File: src/rtl/mult_32bit.sv
// Three-stage pipelined signed 32x32 -> 64-bit multiplier with valid qualifier.
// Optional ovf32 output (product outside signed 32-bit range) under MULT_OVF32_FLAG_EN.
module mult_32bit #(
    parameter int unsigned LATENCY = 3
) (
    input  logic        clk,
    input  logic        rst,
    input  logic        in_valid,
    input  logic [31:0] a,
    input  logic [31:0] b,
    output logic        out_valid,
    output logic [63:0] y
`ifdef MULT_OVF32_FLAG_EN
    ,
    output logic        ovf32
`endif
);

    localparam int unsigned W_OP   = 32;
    localparam int unsigned W_HALF = 16;
    localparam int unsigned W_PROD = 64;

    if (LATENCY != 3) begin : g_latency_check
        $error("mult_32bit: LATENCY must be 3");
    end

    // Stage 1: sign and unsigned magnitudes (|0x80000000| stays 0x80000000)
    logic              v1;
    logic              sign1;
    logic [W_OP-1:0]   mag_a;
    logic [W_OP-1:0]   mag_b;

    always_ff @(posedge clk or posedge rst) begin
        if (rst) begin
            v1    <= 1'b0;
            sign1 <= 1'b0;
            mag_a <= '0;
            mag_b <= '0;
        end else begin
            v1    <= in_valid;
            sign1 <= a[W_OP-1] ^ b[W_OP-1];
            mag_a <= a[W_OP-1] ? W_OP'(~a + 32'd1) : a;
            mag_b <= b[W_OP-1] ? W_OP'(~b + 32'd1) : b;
        end
    end

    // Stage 2: four 16x16 partial products; sign rides alongside
    logic              v2;
    logic              sign2;
    logic [W_OP-1:0]   pp_ll;
    logic [W_OP-1:0]   pp_lh;
    logic [W_OP-1:0]   pp_hl;
    logic [W_OP-1:0]   pp_hh;

    always_ff @(posedge clk or posedge rst) begin
        if (rst) begin
            v2    <= 1'b0;
            sign2 <= 1'b0;
            pp_ll <= '0;
            pp_lh <= '0;
            pp_hl <= '0;
            pp_hh <= '0;
        end else begin
            v2    <= v1;
            sign2 <= sign1;
            pp_ll <= W_OP'(mag_a[W_HALF-1:0])    * W_OP'(mag_b[W_HALF-1:0]);
            pp_lh <= W_OP'(mag_a[W_HALF-1:0])    * W_OP'(mag_b[W_OP-1:W_HALF]);
            pp_hl <= W_OP'(mag_a[W_OP-1:W_HALF]) * W_OP'(mag_b[W_HALF-1:0]);
            pp_hh <= W_OP'(mag_a[W_OP-1:W_HALF]) * W_OP'(mag_b[W_OP-1:W_HALF]);
        end
    end

    // Stage 3: accumulate shifted partials, then apply sign (negating 0 gives 0)
    logic [W_PROD-1:0] mag_sum;
    logic [W_PROD-1:0] prod;

    always_comb begin
        mag_sum = {32'd0, pp_ll}
                + {16'd0, pp_lh, 16'd0}
                + {16'd0, pp_hl, 16'd0}
                + {pp_hh, 32'd0};
        prod    = sign2 ? W_PROD'(~mag_sum + 64'd1) : mag_sum;
    end

`ifdef MULT_OVF32_FLAG_EN
    logic ovf_c;
    assign ovf_c = (prod[W_PROD-1:W_OP-1] != {33{prod[W_OP-1]}});
`endif

    // Output register: y (and ovf32) hold while no new product arrives
    always_ff @(posedge clk or posedge rst) begin
        if (rst) begin
            out_valid <= 1'b0;
            y         <= '0;
`ifdef MULT_OVF32_FLAG_EN
            ovf32     <= 1'b0;
`endif
        end else begin
            out_valid <= v2;
            if (v2) begin
                y     <= prod;
`ifdef MULT_OVF32_FLAG_EN
                ovf32 <= ovf_c;
`endif
            end
        end
    end

endmodule

File: config.mk
export PLATFORM = sky130hd
export DESIGN_NAME = mult_32bit
export DESIGN_NICKNAME = d
export VERILOG_FILES = /design/src/rtl/mult_32bit.sv
export SDC_FILE = /design/constraint.sdc
export NUM_CORES = 2
export LEC_CHECK = 0
export BUFFER_PORTS_ARGS = -buffer_cell sky130_fd_sc_hd__buf_2
export CAP_MARGIN = 10
export CORE_UTILIZATION = 45
export CTS_CLUSTER_SIZE = 20
export DETAILED_ROUTE_END_ITERATION = 6
export PLACE_DENSITY = 0.64
export SYNTH_ARGS = -nofsm -noshare
export SYNTH_HDL_FRONTEND = slang
export SYNTH_SLANG_ARGS = --single-unit
File: constraint.sdc
create_clock -name clk -period 19 [get_ports clk]
set_input_delay 2.85 -clock clk [delete_from_list [all_inputs] [get_ports clk]]
set_output_delay 2.85 -clock clk [all_outputs]
set_load 0.05 [all_outputs]
==> impl_metrics.py <==
metrics = {
    "outcome": {
        "status": "finished, final reports clean",
    },
    "global_routing": {
        "grt_pass1_vias": 35180,
        "grt_max_degree": 141,
        "grt_usage": 0.2360,
        "grt_pass1_wl_mm": 193.2,
        "gr-total-overflow": 0,
        "antenna_found_initial": 5,
    },
    "layout": {
        "finalNetCount": 6413,
        "drive_above_1_share": 0.06260,
        "num_antenna_cells": 0,
        "design_area_sq_mm": 0.04996,
        "post-route-util": 0.4882,
        "area_growth_pct": 6.888,
        "fillCellCount": 9663,
    },
    "floorplan": {
        "die_w_microns": 324.3,
        "die_h_microns": 324.3,
        "initial_core_util": 0.4567,
        "io_pins": 132,
        "die_area_sq_mm": 0.1052,
        "core-area_sq_mm": 0.1023,
        "row_count": 117,
    },
    "hold_path": {
        "min_path_type": "reg -> reg",
        "hold_depth": 0,
        "min_from": "sign1",
        "hold_end": "sign2",
    },
    "sta": {
        "drv_slew": 0,
        "timing.fmax_ghz": 0.1273,
        "hold_viol_final": 0,
        "relSlewSlack": 0.2368,
        "clock_skew_ns": 0.03852,
        "post-route-min-period_ns": 7.854,
        "fin_crit_sh": 0.4134,
        "hold_slack_ns": 0.3528,
        "tns_ns": 0,
        "rsz0062_at_grt": "false",
        "setup_viol": 0,
        "tightest_slew_ns": 1.145,
    },
    "setup_path": {
        "slowest_stage": "dfrtp_1",
        "cp_max_fo": 32,
        "path_cells": "and2_1, fa_1, inv_1, fa_1, fa_1, fa_1, inv_1, fa_1, inv_1, fa_1, inv_1, ha_1, and3_1, and3_1, a211oi_1, a21oi_1, a41oi_1, a21oi_1, o41ai_1, o211ai_1, a21oi_1, xnor2_1",
        "worst_setup_path_end_kind": "register",
        "rr_worst_depth": 22,
        "worstPathRequired_ns": 19.51,
        "crit_buf_inv": 4,
        "cpPeakStageDelay_ns": 1.09,
        "r2r-start": "mag_b[21]",
        "start_kind": "register",
        "worst_path_dominant_cell_family": "adder cells",
        "r2r_end": "pp_lh[31]",
        "crit_cells": 22,
        "cp_common_cell": "fa_1",
        "cp.arrival_ns": 8.36,
        "regToRegSetupSlack_ns": 11.15,
        "path_class": "reg -> reg",
    },
    "clocking": {
        "cts_buffers": 38,
        "ctsHoldBuffers": 0,
        "clk_pin_slew_worst_paths_ns": 0.07,
        "cts_resized": 0,
        "cts_setup_buffers": 0,
        "cts_tree": "yes",
        "cts.sinks": 261,
        "cts-root-buf": "clkbuf_16",
        "cts.path.max_buffers": 3,
        "insertion_delay_ns": 0.62,
        "htreeDepth": 2,
    },
    "logic_synthesis": {
        "async_reset_ff_frac": 1.000,
        "synth_top_area_frac": 0.3465,
        "synthTopCellsByArea": "fa_1, dfrtp_1, ha_1",
        "yosysMostFrequentCell": "inv_1",
        "syn-cell-area_sq_mm": 0.04674,
        "synth_edf_count": 0,
        "yosysWarnings": 0,
        "synth.avg_cell_area_sq_um": 9.182,
        "synth-main-ff-cell": "dfrtp_1",
        "ys_seq_area_frac": 0.1397,
        "synth_commonest_cells": "inv_1, fa_1, nand2_1",
        "ys_seq_elements": 261,
        "synth_top_cell_by_area": "fa_1",
        "synth_cell_types": 89,
        "synth_fp_nets": 6417,
        "synthCells": 5090,
    },
    "flow_run": {
        "drv_cap": 0,
    },
    "route": {
        "route.detailed.drc": 0,
        "first_pass_iters": 5,
        "wl_per_cell_microns": 18.55,
        "ant_nets": 0,
        "num_vias": 34440,
        "wirelength_mm": 120.2,
        "drt-initial-drc-count": 2261,
        "viasPerCell": 5.314,
    },
    "place": {
        "place_congestion": 0.8934,
        "port_buffers": 131,
        "post-dp-hpwl_mm": 89.57,
        "post_dp_cell_area_sq_mm": 0.04867,
    },
}
[worst register-to-register path, stage by stage, from the launching register on]
cell	delay, ns
dfrtp_1	1.09
and2_1	0.28
fa_1	0.43
inv_1	0.09
fa_1	0.43
fa_1	0.50
fa_1	0.55
inv_1	0.05
fa_1	0.47
inv_1	0.04
fa_1	0.47
inv_1	0.04
ha_1	0.30
and3_1	0.20
and3_1	0.19
a211oi_1	0.39
a21oi_1	0.23
a41oi_1	0.51
a21oi_1	0.17
o41ai_1	0.77
o211ai_1	0.21
a21oi_1	0.22
xnor2_1	0.15
[kinds of logic after synthesis]
kind of cell,count (synthesis),share of synthesized area
mux,24,0.005649
buf+inv,1185,0.09627
simple gates,1572,0.1674
flops,261,0.1397
fa+ha+maj,1260,0.4673
compound gates,530,0.07533
xor+xnor,258,0.04835
[stage by stage]
step | std cells | worst slack [ns]
3_3_place_gp | 6413 | 11.29
4_1_cts | 6479 | 11.09
2_1_floorplan | 5090 | 8.967
5_1_grt | 6480 | 10.69
6_report | 6480 | 11.15
3_5_place_dp | 6413 | 11.12
[sequential cells by signal (all words and copies together) (netlist names)]
register   count
mag_b         32
mag_a         32
out_valid      1
sign2          1
pp_hh         32
y             64
v1             1
pp_lh         32
pp_hl         32
v2             1
sign1          1
pp_ll         32
[layer usage]
metal	GRT usage	part of all wire
met5	0	0
met4	0.06813	0.029
met3	0.03829	0.068
met2	0.3733	0.45
met1	0.3332	0.45
[final cells by class]
| type | count | area, sq um | area share |
|---|---|---|---|
| multi-input combinational | 3644 | 35710 | 0.7148 |
| sequential | 261 | 6536 | 0.1308 |
| timing repair buffer | 198 | 1191 | 0.02384 |
| clock inverter | 21 | 226.5 | 0.004533 |
| clock buffer | 45 | 1037 | 0.02076 |
| inverter | 943 | 3547 | 0.07100 |
| tap | 1368 | 1712 | 0.03426 |
[layout by cell type, fill, tap and decap left out, types with 16 or more instances in the layout]
master	instances
fa_1	809
nand3_1	47
nor2b_1	16
xor2_1	76
o21bai_1	16
buf_2	131
inv_1	942
and2_1	487
nand2_1	674
and3_1	28
nand4_1	21
or3_1	29
nor3_1	44
a21o_1	63
o31ai_1	37
buf_4	65
dfrtp_1	259
nor2_1	135
xnor2_1	182
nand2b_1	21
o21a_1	16
clkbuf_16	38
a21oi_1	159
a211oi_1	16
ha_1	451
o21ai_0	99
[worst max path at each step]
stage	start	endpoint
after floorplan	rst	mag_a[0]
after global placement	mag_b[17]	pp_lh[31]
after detailed placement	mag_b[17]	pp_lh[31]
after CTS	mag_b[17]	pp_lh[31]
after global routing	mag_b[21]	pp_lh[29]
final	mag_b[21]	pp_lh[31]
Power is not shown: default switching activity piles up to over one toggle a cycle in this logic, so the estimate is an artifact.
